[config.mk]
export PLATFORM = sky130hd
export DESIGN_NAME = booth_datapath_flat
export DESIGN_NICKNAME = d
export VERILOG_FILES = /design/src/rtl/booth_pkg.sv /design/src/rtl/booth_datapath_if.sv /design/src/rtl/booth_addsub.sv /design/src/rtl/booth_datapath.sv /design/src/flat_wrapper.sv
export SDC_FILE = /design/constraint.sdc
export NUM_CORES = 1
export LEC_CHECK = 0
export ABC_AREA = 1
export BUFFER_PORTS_ARGS = -buffer_cell sky130_fd_sc_hd__buf_2
export CORE_ASPECT_RATIO = 1.5
export CORE_MARGIN = 2
export CORE_UTILIZATION = 49
export CTS_CLUSTER_DIAMETER = 100
export DETAILED_ROUTE_END_ITERATION = 10
export MAX_ROUTING_LAYER = met4
export PLACE_DENSITY = 0.77
export SETUP_SLACK_MARGIN = 0.5
export SYNTH_ARGS = -nofsm -noshare
export SYNTH_HDL_FRONTEND = slang
export SYNTH_SLANG_ARGS = --single-unit
[constraint.sdc]
create_clock -name clk -period 2.3 [get_ports clk]
set_input_delay 0.46 -clock clk [delete_from_list [all_inputs] [get_ports clk]]
set_output_delay 0.46 -clock clk [all_outputs]
set_load 0.01 [all_outputs]
[src/rtl/booth_pkg.sv]
// Shared definitions for the radix-2 Booth multiplier.
// Control word bit positions and status word bit positions.
package booth_pkg;

  localparam int CTL_W = 10;

  localparam int CTL_LD_A     = 9;
  localparam int CTL_LD_B     = 8;
  localparam int CTL_LD_CONT  = 7;
  localparam int CTL_SET_EF   = 6;
  localparam int CTL_RST_X    = 5;
  localparam int CTL_RST_EF   = 4;
  localparam int CTL_SUB_X    = 3;
  localparam int CTL_SUB_CONT = 2;
  localparam int CTL_ADD_X    = 1;
  localparam int CTL_SHIFT_XB = 0;

  localparam int ST_B0  = 1;
  localparam int ST_FIN = 0;

  typedef logic [CTL_W-1:0] ctl_t;

endpackage

[src/rtl/booth_datapath_if.sv]
// Control unit <-> datapath bundle for the Booth multiplier.
// master = control unit side, slave = datapath side.
interface booth_datapath_if #(
  parameter int N = 8
);
  import booth_pkg::*;

  ctl_t           control;
  logic [N-1:0]   a_in;
  logic [N-1:0]   b_in;
  logic [1:0]     status;
  logic [2*N-1:0] product;
  logic           done;

  modport master (
    output control, a_in, b_in,
    input  status, product, done
  );

  modport slave (
    input  control, a_in, b_in,
    output status, product, done
  );

endinterface

[src/rtl/booth_addsub.sv]
// (N+1)-bit add/subtract of accumulator X and sign-extended A.
// Purely combinational.
module booth_addsub #(
  parameter int N = 8
) (
  input  logic [N:0]   x,
  input  logic [N-1:0] a,
  input  logic         sub,
  output logic [N:0]   y
);

  logic [N:0] a_ext;

  assign a_ext = {a[N-1], a};
  assign y = sub ? (x - a_ext) : (x + a_ext);

endmodule

[src/rtl/booth_datapath.sv]
// Radix-2 Booth multiplier datapath: A, B, X, CONT and EF registers,
// driven by the control word, reporting {B0, FIN} back.
module booth_datapath
  import booth_pkg::*;
#(
  parameter int N = 8
) (
  input  logic            clk,
  input  logic            rstn,
  booth_datapath_if.slave bus
);

  localparam int CW = $clog2(N);

  logic [N-1:0]  a_q;
  logic [N-1:0]  b_q;
  logic [N:0]    x_q;
  logic [CW-1:0] cont_q;
  logic          ef_q;

  ctl_t       c;
  logic       arith;
  logic       shift_en;
  logic [N:0] x_sum;
  logic       b0;

  assign c        = bus.control;
  assign arith    = c[CTL_SUB_X] | c[CTL_ADD_X];
  assign shift_en = c[CTL_SHIFT_XB] & ~c[CTL_RST_X] & ~arith;

  booth_addsub #(.N(N)) u_addsub (
    .x   (x_q),
    .a   (a_q),
    .sub (c[CTL_SUB_X]),
    .y   (x_sum)
  );

  // Bit the control unit inspects next, looking through this cycle's update
  always_comb begin
    b0 = b_q[0];
    unique case (1'b1)
      c[CTL_LD_B]: b0 = bus.b_in[0];
      shift_en:    b0 = b_q[1];
      default:     b0 = b_q[0];
    endcase
  end

  assign bus.status  = {b0, (cont_q == '0)};
  assign bus.product = {x_q[N-1:0], b_q};
  assign bus.done    = ef_q;

  always_ff @(posedge clk or negedge rstn) begin
    if (!rstn) begin
      a_q    <= '0;
      b_q    <= '0;
      x_q    <= '0;
      cont_q <= '0;
      ef_q   <= 1'b0;
    end else begin
      if (c[CTL_LD_A])
        a_q <= bus.a_in;

      if (c[CTL_RST_X])
        x_q <= '0;
      else if (arith)
        x_q <= x_sum;
      else if (c[CTL_SHIFT_XB])
        x_q <= {x_q[N], x_q[N:1]};

      if (c[CTL_LD_B])
        b_q <= bus.b_in;
      else if (shift_en)
        b_q <= {x_q[0], b_q[N-1:1]};

      if (c[CTL_LD_CONT])
        cont_q <= CW'(N - 1);
      else if (c[CTL_SUB_CONT])
        cont_q <= cont_q - CW'(1);

      if (c[CTL_RST_EF])
        ef_q <= 1'b0;
      else if (c[CTL_SET_EF])
        ef_q <= 1'b1;
    end
  end

endmodule

[src/flat_wrapper.sv]
// flat-port wrapper written by rule: the top's interface ports become plain ports
module booth_datapath_flat import booth_pkg::*;
#(
  parameter int N = 8
)
  (clk, rstn, bus_control, bus_a_in, bus_b_in, bus_status, bus_product, bus_done);
  booth_datapath_if #(.N(N)) bus_i ();
  input  logic clk;
  input  logic rstn;
  input wire logic [$bits(bus_i.control)-1:0] bus_control;
  input wire logic [$bits(bus_i.a_in)-1:0] bus_a_in;
  input wire logic [$bits(bus_i.b_in)-1:0] bus_b_in;
  output wire logic [$bits(bus_i.status)-1:0] bus_status;
  output wire logic [$bits(bus_i.product)-1:0] bus_product;
  output wire logic [$bits(bus_i.done)-1:0] bus_done;
  assign bus_i.control = bus_control;
  assign bus_i.a_in = bus_a_in;
  assign bus_i.b_in = bus_b_in;
  assign bus_status = bus_i.status;
  assign bus_product = bus_i.product;
  assign bus_done = bus_i.done;
  booth_datapath #(.N(N)) u_core (.clk(clk), .rstn(rstn), .bus(bus_i));
endmodule
; After elaboration in Yosys (flattened, before gate mapping)
; Cells that the tools add are included.
[word_totals]
reg_bits = 29
in_bits = 28
out_inout_bits = 19
wordCells = 31
[op_classes]
addsub = 3
n_mux = 11
bitwise_logic = 5
reduce_logical = 6
[ops]
columns = cell, n
row1 = $mux 9, 3
row2 = $mux 8, 3
row3 = $add 9x9->9, 1
row4 = $sub 9x9->9, 1
row5 = $reduce_bool 2->1, 4
row6 = $mux 3, 2
row7 = $logic_not 3->1, 1
row8 = $reduce_bool 3->1, 1
row9 = $sub 3x1->3 const B, 1
row10 = $and 1x1->1, 2
row11 = $mux 1, 2
row12 = $not 1->1, 2
row13 = $pmux 1 s2, 1
row14 = $or 1x1->1, 1

; Logic depth before layout (Yosys ltp)
; Gate-level depths: netlist of the first run.
[logic_depth]
ltp_word = 5
depth_mapped = 18
mapped_depth_nobuf = 18

; By module
; From an unflattened synthesis of the first run, not the netlist that was laid out.
[hier_totals]
hier_cells = 292
hier_area_um2 = 2120.8
[modules_own_cells]
columns = module, instances, cells_per_inst, area_per_inst_um2, seq_area_each_um2
row1 = booth_datapath, 1, 184, 1514.0, 725.7
row2 = booth_addsub, 1, 108, 606.8, 0.0

; Least setup slack after synthesis of the first run
; Ideal clock, no wire load.
[synth_path]
path_type = register -> register
start = register u_core.a_q[0]
end = register u_core.x_q[7]
setup_ns = 0.117
arrival_time_ns = 2.153
required_time_ns = 2.183
slack_ns = 0.030
path_stages_with_launch = 18
path_buffers = 0
period_less_slack_ns = 2.270
path_cell_list = dfrtp_1 > inv_1 > ha_1 > inv_1 > nor2_1 > nand2_1 > o31ai_1 > xor2_1 > inv_1 > ha_1 > nand2_1 > inv_1 > a21oi_1 > nand3_1 > nand3_1 > nand2_1 > nand2_1 > nand2_1
[synth_via]
elab_chain_cells = 4
elab_cells_between_ends = 5
cone_classes = add/sub: 2 / mux: 3
[synth_lines]
columns = element, line
row1 = from (decl), booth_datapath.sv:15  ; logic [N-1:0] a_q;
row2 = from (signal assigned), booth_datapath.sv:61  ; a_q <= bus.a_in;
row3 = $add 9x9->9 or $sub 9x9->9 (tied branches), booth_addsub.sv:15  ; assign y = sub ? (x - a_ext) : (x + a_ext);
row4 = $mux 9 (*), booth_addsub.sv:15
row5 = $mux 9 (*), booth_datapath.sv:65  ; else if (arith)
row6 = $mux 9 (*), booth_datapath.sv:63  ; if (c[CTL_RST_X])
row7 = to (signal assigned), booth_datapath.sv:66  ; x_q <= x_sum;
row8 = to (signal assigned), booth_datapath.sv:68  ; x_q <= {x_q[N], x_q[N:1]};
row9 = to (decl), booth_datapath.sv:17  ; logic [N:0] x_q;
; Every way passes the cells marked *; elsewhere a longest branch is shown, timed or not. The select of a mux whose other input is x is not followed.
; A chain may end at the register's enable or synchronous reset.

; Worst setup path in the final report of the first run
[layout_path]
start = register u_core.a_q[1]
end = register u_core.x_q[7]
; Same word-level chain as after synthesis.

==> tab_implementation.tex, run 1 <==
\begin{tabular}{lr}
\hline
Metric & Value \\
\hline
\multicolumn{2}{l}{\textbf{Run status}} \\
\quad Result of the run & finished, final reports clean \\
\multicolumn{2}{l}{\textbf{Finish}} \\
\quad Layout net count & 362 \\
\quad Area growth from synthesis to final layout & 29.1\% \\
\quad Share of cells above drive strength 1 & 0.322 \\
\quad Count of filler cells inserted in the layout & 359 \\
\quad Post-Layout Inst Area & 0.00258 sq mm \\
\quad Count of antenna diodes in the layout & 0 \\
\quad Number of standard cells in the final layout excluding fillers & 368 \\
\multicolumn{2}{l}{\textbf{Timing}} \\
\quad Crit share post-route & 0.955 \\
\quad Maximum clock frequency & 0.455 GHz \\
\quad Worst slew margin relative to its limit & 0.565 \\
\quad Final worst path period need & 2.20 ns \\
\quad Final-report setup violation count & 0 \\
\quad Number of hold violations in the final report & 0 \\
\quad Final worst clock skew & 0.00962 ns \\
\quad Slew of the pin with the lowest slew margin & 0.652 ns \\
\quad Max-slew violations & 0 \\
\quad Setup repair after global routing missed its margin & yes \\
\multicolumn{2}{l}{\textbf{Worst setup path}} \\
\quad Slowest CP cell & dfrtp\_1 \\
\quad Sort of element at the end of the critical path & flop \\
\quad Cell with the most instances on the worst path & nand2\_1 \\
\quad Buffers \& Inverters on Critical Path & 3 \\
\quad Largest fanout on the critical path & 4 \\
\quad Timing startpoint of the critical path & u\_core.a\_q[1]\$\_DFFE\_PN0P\_ \\
\quad Cells traversed along the worst timing path & inv\_2 -> ha\_4 -> inv\_2 -> nor2\_4 -> nand2\_2 -> o31ai\_2 -> xor2\_1 -> inv\_1 -> ha\_4 -> nand2\_2 -> nor2\_1 -> nand2\_1 -> nand2\_1 -> nand2\_1 -> nand3\_1 -> nand2\_1 -> nand2\_1 -> nand2\_1 \\
\quad Launch instance of the worst register-to-register path & u\_core.a\_q[1]\$\_DFFE\_PN0P\_ \\
\quad Critical path launch point type & flop \\
\quad Data arrival time of the critical path & 2.37 ns \\
\quad Kind of cell adding the most delay to the critical path & simple AND/OR/NAND/NOR gates \\
\quad Required time of the worst setup path & 2.47 ns \\
\quad Largest stage delay on the critical path & 0.40 ns \\
\quad Kind of critical path & reg2reg \\
\multicolumn{2}{l}{\textbf{Clocking}} \\
\quad Reg clk slew, reported paths & 0.07 ns \\
\quad Clock tree from TritonCTS & done \\
\quad Clk sink count & 29 \\
\quad CTS Hold Bufs & 0 \\
\quad Clock buffer count from CTS & 5 \\
\quad CTS HTree Levels & 2 \\
\quad Source-to-sink clock delay at the later pin of the worst-skew pair & 0.29 ns \\
\quad CTS max path bufs & 2 \\
\quad CTS Root Buffer Type & clkbuf\_8 \\
\multicolumn{2}{l}{\textbf{Floorplan}} \\
\quad Die ar. & 0.00462 sq mm \\
\quad Starting density of the core & 0.510 \\
\quad Number of top-level pins & 47 \\
\quad Total core area & 0.00392 sq mm \\
\quad Floorplan die width & 56.2 microns \\
\quad Die Span Y & 82.3 microns \\
\quad Standard-cell rows & 28 \\
\multicolumn{2}{l}{\textbf{Synth}} \\
\quad Xor/xnor share of the synthesized area & 0.0350 \\
\quad Average cell area after synthesis & 7.36 sq um \\
\quad Synthesized-area fraction occupied by ao, oa, aoi and oai cells & 0.108 \\
\quad Largest family of logic cells by synthesized area & simple AND/OR/NAND/NOR gates \\
\quad Most frequently used flop master after synthesis & dfrtp\_1 \\
\quad Syn. warnings & 0 \\
\quad Post-Synthesis Cell Area & 0.00200 sq mm \\
\quad Synth async-reset ratio & 1.00 \\
\quad Total of flip-flops plus latches after synthesis & 29 \\
\quad EDFF count, synth & 0 \\
\quad Count of mapped cells out of synthesis & 272 \\
\quad Sequential-to-total area share from yosys stat & 0.363 \\
\quad Adder and majority gate portion of the synthesized area & 0.0788 \\
\quad Multiplexer fraction of the synthesized cell area & 0.0113 \\
\quad Yosys cell types & 26 \\
\quad Simple-Gate Fraction of Synth Area & 0.265 \\
\quad Synthesized net count & 312 \\
\multicolumn{2}{l}{\textbf{Detailed routing}} \\
\quad Vias per cell & 4.97 \\
\quad Detailed Route Iter0 Violations & 44 \\
\quad Antenna violation net count after detailed routing & 0 \\
\quad Via count & 1830 \\
\quad \# DRC & 0 \\
\quad Drt wl/cell & 11.5 microns \\
\quad Detailed-route wire length & 4240 microns \\
\quad 1st-pass router iterations & 4 \\
\multicolumn{2}{l}{\textbf{Power and ir drop}} \\
\quad Power consumption & 2.31 mW \\
\quad P\_int & 1.44 mW \\
\quad Combinational fraction of design power & 0.457 \\
\quad Share of total power in sequential cells & 0.302 \\
\quad Max VDD drop & 611 uV \\
\quad Share of total power consumed by net switching & 0.376 \\
\quad Clock Power Share & 0.241 \\
\quad Power spent charging and discharging nets & 0.868 mW \\
\quad Leakage Power & 1.41 nW \\
\quad Power per cell area & 893 mW/mm\^{}2 \\
\multicolumn{2}{l}{\textbf{Global routing}} \\
\quad GRT Util Overall & 0.208 \\
\quad GRT overflow & 0 \\
\quad Vias in the first global route & 1777 \\
\quad Wire length of the first global-routing pass & 7320 microns \\
\quad Pin count of the biggest net entering global routing & 30 \\
\quad Initial antenna violation count & 0 \\
\multicolumn{2}{l}{\textbf{Place}} \\
\quad Count of input and output buffers & 46 \\
\quad Area after DPL & 0.00227 sq mm \\
\quad Inst Count DP & 350 \\
\quad Post-DP HPWL & 3140 microns \\
\quad Global placement routability congestion & 0.939 \\
\multicolumn{2}{l}{\textbf{Flow run}} \\
\quad Number of max-capacitance violations reported & 0 \\
\multicolumn{2}{l}{\textbf{Worst hold path}} \\
\quad Type of the tightest min-delay check & in2async \\
\hline
\end{tabular}
-- synth_stat cells (2+ instances only) --
cell | number | area share
buf_4 | 9 | 0.034
ha_1 | 11 | 0.069
xnor2_1 | 2 | 0.0088
dfrtp_1 | 29 | 0.36
a21oi_1 | 11 | 0.027
clkbuf_1 | 2 | 0.0038
o22ai_1 | 4 | 0.012
xor2_1 | 6 | 0.026
nor2_8 | 3 | 0.030
inv_4 | 2 | 0.0062
o21ai_0 | 22 | 0.055
nand4_1 | 2 | 0.0062
nand3_1 | 20 | 0.050
o21ai_1 | 2 | 0.0050
nor2_1 | 17 | 0.032
nand2_1 | 74 | 0.14
mux2_2 | 2 | 0.011
inv_1 | 46 | 0.086
-- layout by cell type (no fill, tap or decap), types with 2 or more instances in the layout --
master,Yosys,routed
o22ai_1,4,4
nand2_2,0,5
o21ai_0,22,16
o21ai_2,0,2
buf_2,1,45
clkbuf_8,0,6
nand2_1,74,69
buf_4,9,9
nor2_1,17,15
inv_4,2,2
nand4_1,2,2
nor2_4,1,2
a21oi_2,0,5
mux2_2,2,2
nand3_2,0,2
o21ai_1,2,6
ha_4,0,6
dfrtp_1,29,29
inv_2,1,5
ha_1,11,5
nor2_8,3,3
inv_1,46,42
xor2_1,6,6
a21oi_1,11,6
nand3_1,20,17
-- metal layers --
layer  GRT usage  up-vias  share of wire
met1       0.209      836           0.41
met5           -        -              0
met3      0.0374        9          0.039
met2       0.392       36           0.53
met4      0.0929        0          0.025
li1            -      949              -
-- path summary, 6_finish.rpt --
kind / to / slack (ns) / depth (start not counted)
max: u_core.x_q[7]$_DFFE_PN0P_ / 0.10 / 18
min: u_core.x_q[1]$_DFFE_PN0P_ / 0.20 / 1
max reg2reg: u_core.x_q[7]$_DFFE_PN0P_ / 0.10 / 18
min reg2reg: u_core.bus.done$_DFFE_PN0P_ / 0.49 / 2
max in group asynchronous: u_core.a_q[7]$_DFFE_PN0P_ / 1.68 / 1
min in group clk: u_core.bus.done$_DFFE_PN0P_ / 0.31 / 2
-- stage by stage --
| stage | util | hold WS [ns] | setup TNS [ns] | setup slack (ns) |
|---|---|---|---|---|
| final | 0.658 | 0.196 | 0 | 0.105 |
| after global routing | 0.658 | 0.252 | -0.319 | -0.152 |
| after CTS | 0.636 | 0.213 | 0 | 0.0871 |
| after detailed placement | 0.578 | 0.479 | 0 | 0.0311 |
| after global placement | 0.578 | 0.473 | 0 | 0.0934 |
| after floorplan | - | 0.164 | 0 | 0.211 |
-- power groups by stage --
stage          Sequential (mW)  Clock [mW]  Combinational, mW
4_1_cts                  0.696       0.569              0.955
5_1_grt                  0.711       0.589               1.19
2_1_floorplan            0.683           0              0.725
6_report                 0.697       0.557               1.05
3_5_place_dp             0.697           0              0.879
3_3_place_gp             0.695           0              0.856
-- timing repair --
item | CTS | global route
setup buffers | 7 | 3
setup endpoints to repair | 9 | 9
pin swaps | 13 | 9
resized for setup | 13 | 17
-- kinds of logic after synthesis --
kind of cell,after synthesis
buffers and inverters,62
adder cells (fa/ha/maj),12
multiplexers,2
flip-flops,29
XOR/XNOR,8
AND/OR/NAND/NOR,118
AO/OA/AOI/OAI,41
-- sequential cells by signal (all words and copies together) (netlist names) --
| name | flops |
|---|---|
| u_core.cont_q | 3 |
| u_core.a_q | 8 |
| u_core.bus.done | 1 |
| u_core.x_q | 9 |
| u_core.b_q | 8 |
-- area by class of cell --
class,instances,area [sq um],share of cell area
clock inverter,2,37.5,0.0145
tap,45,56.3,0.0218
clock buffer,6,82.6,0.0320
inverter,49,189,0.0731
timing repair buffer,56,324,0.125
sequential,29,726,0.281
multi-input combinational,181,1170,0.452
(Power assumes the default switching activity.)
==> inputs of run 2 (changes only) <==
--- a/config.mk
+++ b/config.mk
@@ -14,6 +14,7 @@
 export DETAILED_ROUTE_END_ITERATION = 10
 export MAX_ROUTING_LAYER = met4
 export PLACE_DENSITY = 0.77
+export REMOVE_ABC_BUFFERS = 1
 export SETUP_SLACK_MARGIN = 0.5
 export SYNTH_ARGS = -nofsm -noshare
 export SYNTH_HDL_FRONTEND = slang
==> run 2 against run 1 <==
Against the previous run:
- the flow now finishes with violations (negative setup slack)
- total power increased by 3.2%
- clock skew decreased by 0.0065 ns
- global-route usage increased by 2.0 points
- non-clock buffer count increased by 3
- worst setup slack got worse by 0.14 ns
- die area unchanged
- design area increased by 2.7%
- sequential power increased by 2%
- cell count increased by 0.82%
- critical path depth unchanged
- clock power decreased by 16%
==> tab_implementation.tex, run 2 (same netlist as run 1, synthesis figures left out) <==
\begin{tabular}{lr}
\hline
Metric & Value \\
\hline
\multicolumn{2}{l}{\textbf{Run status}} \\
\quad Result of the run & finished, violations left \\
\quad Failing checks & negative setup slack \\
\multicolumn{2}{l}{\textbf{Timing}} \\
\quad Total negative slack for setup checks & -0.0378 ns (-0.0378 ns) \\
\quad Slew of the pin with the lowest slew margin & 0.647 ns (-0.00515 ns) \\
\quad Max-slew violations & 0 (unchanged) \\
\quad Final-report setup violation count & 1 (+1) \\
\quad Final worst path period need & 2.34 ns (+0.142 ns) \\
\quad Crit share post-route & 1.02 (+0.0619) \\
\quad Setup repair after global routing missed its margin & yes \\
\quad Worst slew margin relative to its limit & 0.569 (+0.00343) \\
\quad Maximum clock frequency & 0.428 GHz (-6.1\%) \\
\quad Final hold slack & 0.195 ns (-0.00112 ns) \\
\quad Final worst clock skew & 0.00315 ns (-0.00647 ns) \\
\quad Least setup slack across all paths after layout & -0.0378 ns (-0.142 ns) \\
\quad Number of hold violations in the final report & 0 (unchanged) \\
\multicolumn{2}{l}{\textbf{Detailed routing}} \\
\quad Uppermost signal routing layer after detailed routing & met4 \\
\quad Vias per cell & 5.40 (+8.6\%) \\
\quad Drt wl/cell & 14.2 microns (+23\%) \\
\quad Detailed Route Iter0 Violations & 54 (+23\%) \\
\quad Via count & 2004 (+9.5\%) \\
\quad Routed wl met3 & 286 microns (+71\%) \\
\quad \# DRC & 0 (unchanged) \\
\quad 1st-pass router iterations & 5 (+1) \\
\quad Post-route met1 wirelength & 2010 microns (+17\%) \\
\quad Antenna violation net count after detailed routing & 0 (unchanged) \\
\quad Detailed-route wire length & 5270 microns (+24\%) \\
\quad Met2 WL post-DR & 2740 microns (+23\%) \\
\multicolumn{2}{l}{\textbf{Finish}} \\
\quad Largest registers & u\_core.x\_q x9, u\_core.a\_q x8, u\_core.b\_q x8 \\
\quad Post-Layout Inst Area & 0.00265 sq mm (+2.7\%) \\
\quad Area growth from synthesis to final layout & 32.6\% \\
\quad Count of antenna diodes in the layout & 0 (unchanged) \\
\quad Flip-flop count of the largest register, all copies and words added & 9 (unchanged) \\
\quad Core occupancy in the finished layout & 0.676 (+0.0179) \\
\quad Most frequent cells in the layout & nand2\_1, buf\_2, inv\_1 \\
\quad Most frequent standard cell in the layout excluding fill and tap cells & nand2\_1 \\
\quad Layout net count & 365 (+0.83\%) \\
\quad Share of cells above drive strength 1 & 0.344 (+0.0216) \\
\quad Largest Register & u\_core.x\_q \\
\multicolumn{2}{l}{\textbf{Power and ir drop}} \\
\quad Power spent charging and discharging nets & 0.978 mW (+13\%) \\
\quad P\_int & 1.40 mW (-2.5\%) \\
\quad Clock Power Share & 0.197 (-0.044) \\
\quad Share of total power consumed by net switching & 0.411 (+0.0344) \\
\quad Share of total power in sequential cells & 0.299 (-0.003) \\
\quad Power per cell area & 897 mW/mm\^{}2 (+0.46\%) \\
\quad Combinational fraction of design power & 0.504 (+0.047) \\
\quad Leakage Power & 1.44 nW (+2.0\%) \\
\quad Max VDD drop & 589 uV (-3.6\%) \\
\multicolumn{2}{l}{\textbf{Flow run}} \\
\quad Number of max-capacitance violations reported & 0 (unchanged) \\
\multicolumn{2}{l}{\textbf{Worst setup path}} \\
\quad Critical register-to-register path endpoint & u\_core.x\_q[7]\$\_DFFE\_PN0P\_ \\
\quad Cell with the most instances on the worst path & nand2\_1 \\
\quad Required time of the worst setup path & 2.48 ns (about the same) \\
\quad Launch instance of the worst register-to-register path & u\_core.a\_q[1]\$\_DFFE\_PN0P\_ \\
\quad Endpoint of the worst setup timing path & u\_core.x\_q[7]\$\_DFFE\_PN0P\_ \\
\quad Kind of critical path & reg2reg \\
\quad R2R Setup Slk & -0.04 ns (-0.14 ns) \\
\quad Critical path launch point type & flop \\
\quad Number of cells on the worst reg-to-reg path & 18 (unchanged) \\
\quad Largest stage delay on the critical path & 0.39 ns (about the same) \\
\quad Timing startpoint of the critical path & u\_core.a\_q[1]\$\_DFFE\_PN0P\_ \\
\quad Data arrival time of the critical path & 2.51 ns (+0.14 ns) \\
\quad Largest fanout on the critical path & 4 (unchanged) \\
\quad Slowest CP cell & dfrtp\_1 \\
\quad Cells traversed along the worst timing path & inv\_2 -> ha\_4 -> inv\_2 -> nor2\_4 -> nand2\_2 -> o31ai\_4 -> xor2\_1 -> inv\_1 -> ha\_4 -> nand2\_4 -> nor2\_4 -> nand2\_2 -> nand2\_1 -> nand2\_1 -> nand3\_1 -> nand2\_1 -> nand2\_1 -> nand2\_1 \\
\quad Sort of element at the end of the critical path & flop \\
\multicolumn{2}{l}{\textbf{Worst hold path}} \\
\quad Type of the tightest min-delay check & in2async \\
\multicolumn{2}{l}{\textbf{Clocking}} \\
\quad Source-to-sink clock delay at the later pin of the worst-skew pair & 0.28 ns (about the same) \\
\quad CTS HTree Levels & 2 (unchanged) \\
\quad Clock tree from TritonCTS & done \\
\quad CTS Hold Bufs & 0 (unchanged) \\
\quad CTS Root Buffer Type & clkbuf\_8 \\
\quad Clk sink count & 29 (unchanged) \\
\quad Clock buffer count from CTS & 5 (unchanged) \\
\quad CTS max path bufs & 2 (unchanged) \\
\quad Reg clk slew, reported paths & 0.06 ns (about the same) \\
\multicolumn{2}{l}{\textbf{Floorplan}} \\
\quad Standard-cell rows & 28 (unchanged) \\
\quad Die Span Y & 82.3 microns (unchanged) \\
\quad Starting density of the core & 0.510 (unchanged) \\
\quad Floorplan die width & 56.2 microns (unchanged) \\
\quad Die ar. & 0.00462 sq mm (unchanged) \\
\quad Number of top-level pins & 47 (unchanged) \\
\quad Total core area & 0.00392 sq mm (unchanged) \\
\multicolumn{2}{l}{\textbf{Global routing}} \\
\quad GRT Util Overall & 0.227 (+0.0196) \\
\quad Initial antenna violation count & 0 (unchanged) \\
\quad Wire length of the first global-routing pass & 7940 microns (+8.5\%) \\
\quad GRT overflow & 0 (unchanged) \\
\quad Pin count of the biggest net entering global routing & 30 (unchanged) \\
\quad Vias in the first global route & 1894 (+6.6\%) \\
\multicolumn{2}{l}{\textbf{Place}} \\
\quad Global placement routability congestion & 0.834 (-11\%) \\
\quad Post-DP HPWL & 3370 microns (+7.4\%) \\
\quad Count of input and output buffers & 46 (unchanged) \\
\quad Area after DPL & 0.00223 sq mm (-1.9\%) \\
\quad Worst slack at placement & -0.143 ns (-0.174 ns) \\
\hline
\end{tabular}
## run 2: worst min-delay path by stage
stage,start,endpoint,slack (ns),cells after the start
5_1_grt,rstn,u_core.b_q[1]$_DFFE_PN0N_,0.26,1
4_1_cts,rstn,u_core.b_q[1]$_DFFE_PN0N_,0.22,1
6_report,rstn,u_core.b_q[6]$_DFFE_PN0N_,0.19,1
3_3_place_gp,u_core.bus.done$_DFFE_PN0P_,u_core.bus.done$_DFFE_PN0P_,0.47,2
3_5_place_dp,u_core.cont_q[1]$_DFFE_PN0P_,u_core.cont_q[1]$_DFFE_PN0P_,0.49,2
2_1_floorplan,rstn,u_core.a_q[0]$_DFFE_PN0P_,0.16,0
## run 2: final cells by class
type | instances | area [sq um]
repair buffers | 59 | 360
clock inverters | 1 | 5.00
flip-flops and latches | 29 | 726
inverters | 49 | 189
clock buffers | 7 | 96.3
fillers | 310 | 1270
well taps | 45 | 56.3
multi-input cells | 181 | 1220
## run 2: worst max-delay path, delay by kind of cell, from the launching register on
family / cells / cell delay (ns)
AND/OR/NAND/NOR: 11 / 0.79
adder cells (fa/ha/maj): 2 / 0.45
flip-flops: 1 / 0.39
buffers and inverters: 3 / 0.22
AO/OA/AOI/OAI: 1 / 0.22
XOR/XNOR: 1 / 0.17
## run 2: power by group through the flow
| stage | Combinational [mW] | Clock [mW] | Sequential [mW] |
|---|---|---|---|
| floorplan | 0.554 | 0 | 0.699 |
| global placement | 0.795 | 0 | 0.685 |
| detailed placement | 0.821 | 0 | 0.689 |
| CTS | 0.973 | 0.475 | 0.697 |
| global route | 1.31 | 0.488 | 0.718 |
| finish | 1.20 | 0.468 | 0.713 |
## run 2: repair_timing
action / CTS / global route
setup buffers: 3 / 6
resized for setup: 33 / 27
pin swaps: 16 / 20
endpoints found under the setup margin: 9 / 9
## run 2: metal layers
layer,global-route usage,vias up
li1,-,959
met1,0.237,929
met2,0.395,90
met3,0.0405,26
met4,0.150,0
met5,-,-
## run 2: per-stage QoR
step	cells	total power [mW]
3_5_place_dp	354	1.51
4_1_cts	365	2.14
6_report	371	2.38
5_1_grt	371	2.51
3_3_place_gp	354	1.48
2_1_floorplan	259	1.25
==> inputs of run 3 (changes only) <==
--- a/config.mk
+++ b/config.mk
@@ -8,14 +8,13 @@
 export ABC_AREA = 1
 export BUFFER_PORTS_ARGS = -buffer_cell sky130_fd_sc_hd__buf_2
 export CORE_ASPECT_RATIO = 1.5
-export CORE_MARGIN = 2
 export CORE_UTILIZATION = 49
 export CTS_CLUSTER_DIAMETER = 100
 export DETAILED_ROUTE_END_ITERATION = 10
 export MAX_ROUTING_LAYER = met4
 export PLACE_DENSITY = 0.77
 export REMOVE_ABC_BUFFERS = 1
-export SETUP_SLACK_MARGIN = 0.5
+export SETUP_SLACK_MARGIN = 0.15
 export SYNTH_ARGS = -nofsm -noshare
 export SYNTH_HDL_FRONTEND = slang
 export SYNTH_SLANG_ARGS = --single-unit
==> run 3 against run 2 <==
Against the previous run:
- the run now ends clean
- critical path depth stayed put
- critical path type unchanged
- hold slack worse by 0.0063 ns
- fmax is 5.2% higher
- wire length is 13% lower
- total power is 6.2% lower
- clock power is 9.2% lower
- design area is 2.9% lower
- worst setup slack better by 0.11 ns
- cell count stayed put
- clock-buffer cell count stayed put
- clock skew is 0.0019 ns higher
- sequential power is 2% lower
==> tab_implementation.tex, run 3 (same netlist as run 1, synthesis figures left out) <==
\begin{tabular}{lr}
\hline
Metric & Value \\
\hline
\multicolumn{2}{l}{\textbf{Worst setup path}} \\
\quad Largest stage delay on the critical path & 0.39 ns (about the same) \\
\quad Kind of cell adding the most delay to the critical path & simple AND/OR/NAND/NOR gates \\
\quad Data arrival time of the critical path & 2.40 ns (-0.11 ns) \\
\quad Cell with the most instances on the worst path & nand2\_1 \\
\quad Cells traversed along the worst timing path & inv\_2 -> ha\_4 -> inv\_2 -> nor2\_4 -> nand2\_2 -> o31ai\_4 -> xor2\_1 -> inv\_1 -> ha\_4 -> nand2\_2 -> nor2\_1 -> nand2\_1 -> nand2\_1 -> nand2\_1 -> nand3\_1 -> nand2\_1 -> nand2\_1 -> nand2\_1 \\
\quad Largest fanout on the critical path & 4 (unchanged) \\
\quad Critical path launch point type & flop \\
\quad Slowest CP cell & dfrtp\_1 \\
\quad Buffers \& Inverters on Critical Path & 3 (unchanged) \\
\quad Sort of element at the end of the critical path & flop \\
\quad Kind of critical path & reg2reg \\
\quad Required time of the worst setup path & 2.48 ns (about the same) \\
\multicolumn{2}{l}{\textbf{Finish}} \\
\quad Most frequent standard cell in the layout excluding fill and tap cells & nand2\_1 \\
\quad Core occupancy in the finished layout & 0.657 (-0.0195) \\
\quad Count of antenna diodes in the layout & 0 (unchanged) \\
\quad Layout net count & 366 (+0.27\%) \\
\quad Number of standard cells in the final layout excluding fillers & 371 (unchanged) \\
\quad Largest registers & u\_core.x\_q x9, u\_core.a\_q x8, u\_core.b\_q x8 \\
\quad Flip-flop count of the largest register, all copies and words added & 9 (unchanged) \\
\quad Area growth from synthesis to final layout & 28.7\% \\
\quad Largest Register & u\_core.x\_q \\
\quad Post-Layout Inst Area & 0.00258 sq mm (-2.9\%) \\
\quad Most frequent cells in the layout & nand2\_1, buf\_2, inv\_1 \\
\quad Share of cells above drive strength 1 & 0.316 (-0.0276) \\
\multicolumn{2}{l}{\textbf{Timing}} \\
\quad Final worst clock skew & 0.00504 ns (+0.00189 ns) \\
\quad Max-slew violations & 0 (unchanged) \\
\quad Final worst path period need & 2.22 ns (-0.115 ns) \\
\quad Setup repair after global routing missed its margin & yes \\
\quad Crit share post-route & 0.967 (-0.0499) \\
\quad Final-report setup violation count & 0 (-1) \\
\quad Maximum clock frequency & 0.450 GHz (+5.2\%) \\
\quad Slew of the pin with the lowest slew margin & 0.630 ns (-0.0169 ns) \\
\quad Worst slew margin relative to its limit & 0.580 (+0.0112) \\
\quad Number of hold violations in the final report & 0 (unchanged) \\
\quad Final hold slack & 0.189 ns (-0.00635 ns) \\
\multicolumn{2}{l}{\textbf{Place}} \\
\quad Area after DPL & 0.00224 sq mm (+0.67\%) \\
\quad Global placement routability congestion & 0.875 (+5.0\%) \\
\quad Count of input and output buffers & 46 (unchanged) \\
\quad Post-DP HPWL & 3270 microns (-3.0\%) \\
\quad Inst Count DP & 356 (+0.56\%) \\
\multicolumn{2}{l}{\textbf{Global routing}} \\
\quad Vias in the first global route & 1785 (-5.8\%) \\
\quad GRT Util Overall & 0.234 (+0.00692) \\
\quad GRT overflow & 0 (unchanged) \\
\quad Initial antenna violation count & 0 (unchanged) \\
\quad Wire length of the first global-routing pass & 7200 microns (-9.3\%) \\
\quad Pin count of the biggest net entering global routing & 30 (unchanged) \\
\multicolumn{2}{l}{\textbf{Flow run}} \\
\quad Number of max-capacitance violations reported & 0 (unchanged) \\
\multicolumn{2}{l}{\textbf{Floorplan}} \\
\quad Floorplan die width & 54.2 microns (-3.6\%) \\
\quad Standard-cell rows & 28 (unchanged) \\
\quad Starting density of the core & 0.510 (unchanged) \\
\quad Die Span Y & 80.3 microns (-2.4\%) \\
\quad Number of top-level pins & 47 (unchanged) \\
\quad Total core area & 0.00392 sq mm (unchanged) \\
\quad Die ar. & 0.00435 sq mm (-5.9\%) \\
\multicolumn{2}{l}{\textbf{Clocking}} \\
\quad Clock tree from TritonCTS & done \\
\quad CTS max path bufs & 2 (unchanged) \\
\quad CTS HTree Levels & 2 (unchanged) \\
\quad Reg clk slew, reported paths & 0.06 ns (about the same) \\
\quad Clk sink count & 29 (unchanged) \\
\quad CTS Hold Bufs & 0 (unchanged) \\
\quad Clock buffer count from CTS & 5 (unchanged) \\
\quad Source-to-sink clock delay at the later pin of the worst-skew pair & 0.28 ns (about the same) \\
\quad CTS Root Buffer Type & clkbuf\_8 \\
\multicolumn{2}{l}{\textbf{Power and ir drop}} \\
\quad Power consumption & 2.23 mW (-6.2\%) \\
\quad Max VDD drop & 566 uV (-3.9\%) \\
\quad Power per cell area & 866 mW/mm\^{}2 (-3.5\%) \\
\quad Leakage Power & 1.42 nW (-1.6\%) \\
\multicolumn{2}{l}{\textbf{Detailed routing}} \\
\quad Antenna violation net count after detailed routing & 0 (unchanged) \\
\quad Detailed Route Iter0 Violations & 39 (-28\%) \\
\quad Drt wl/cell & 12.3 microns (-13\%) \\
\quad 1st-pass router iterations & 5 (unchanged) \\
\quad Vias per cell & 5.03 (-6.8\%) \\
\quad \# DRC & 0 (unchanged) \\
\quad Detailed-route wire length & 4560 microns (-13\%) \\
\quad Via count & 1867 (-6.8\%) \\
\multicolumn{2}{l}{\textbf{Worst hold path}} \\
\quad Type of the tightest min-delay check & in2async \\
\multicolumn{2}{l}{\textbf{Run status}} \\
\quad Result of the run & finished, final reports clean \\
\hline
\end{tabular}
-- run 3: changes by cell type in the layout (fill, tap and decap cells not counted), sizes merged --
cell	delta
clkinv	-1
buf	+1
-- run 3: cell type report --
class                           instances  area, sq um
Fill cell                             328         1350
Multi-Input combinational cell        181         1180
Sequential cell                        29          726
Timing Repair Buffer                   60          343
Inverter                               49          189
Clock buffer                            7         86.3
Tap cell                               45         56.3
-- run 3: final timing paths --
kind,depth (start not counted),slack (ns),endpoint,start
setup / recovery,18,0.08,u_core.x_q[7]$_DFFE_PN0P_,u_core.a_q[1]$_DFFE_PN0P_
hold / removal,1,0.19,u_core.x_q[6]$_DFFE_PN0P_,rstn
setup reg to reg,18,0.08,u_core.x_q[7]$_DFFE_PN0P_,u_core.a_q[1]$_DFFE_PN0P_
hold reg to reg,2,0.50,u_core.bus.done$_DFFE_PN0P_,u_core.bus.done$_DFFE_PN0P_
max in group asynchronous,1,1.69,u_core.bus.done$_DFFE_PN0P_,rstn
min in group clk,2,0.32,u_core.bus.done$_DFFE_PN0P_,bus_control[4]
-- run 3: through the flow --
stage | setup slack [ns] | setup TNS, ns
4_1_cts | 0.0432 | 0
2_1_floorplan | 0.0236 | 0
6_report | 0.0770 | 0
3_3_place_gp | -0.0213 | -0.0213
5_1_grt | -0.199 | -0.410
3_5_place_dp | -0.141 | -0.246
-- run 3: repair_timing --
item,in CTS,in global routing
pin swaps,9,20
setup endpoints to repair,6,8
hold endpoints to repair,0,0
buffers inserted,2,6
cloned,0,0
gates resized for setup,14,27
-- run 3: power by group --
| group | total, mW | switching (mW) | internal, mW |
|---|---|---|---|
| sequential | 0.700 | 0.102 | 0.597 |
| combinational | 1.11 | 0.580 | 0.528 |
| clock | 0.425 | 0.188 | 0.237 |
| total | 2.23 | 0.871 | 1.36 |
-- run 3: worst reg2reg max path, stage by stage, from the launching register on --
cell and delay [ns]:
dfrtp_1 0.39, inv_2 0.09, ha_4 0.15, inv_2 0.04
nor2_4 0.09, nand2_2 0.07, o31ai_4 0.18, xor2_1 0.17
inv_1 0.09, ha_4 0.29, nand2_2 0.05, nor2_1 0.10
nand2_1 0.07, nand2_1 0.06, nand2_1 0.05, nand3_1 0.07
nand2_1 0.06, nand2_1 0.05, nand2_1 0.06
-- run 3: metal layers --
metal / global-route usage / up-vias / share of wire
met5: - / - / 0
met4: 0.110 / 0 / 0.026
met3: 0.0360 / 8 / 0.040
met2: 0.391 / 49 / 0.53
met1: 0.263 / 859 / 0.40
li1: - / 951 / -
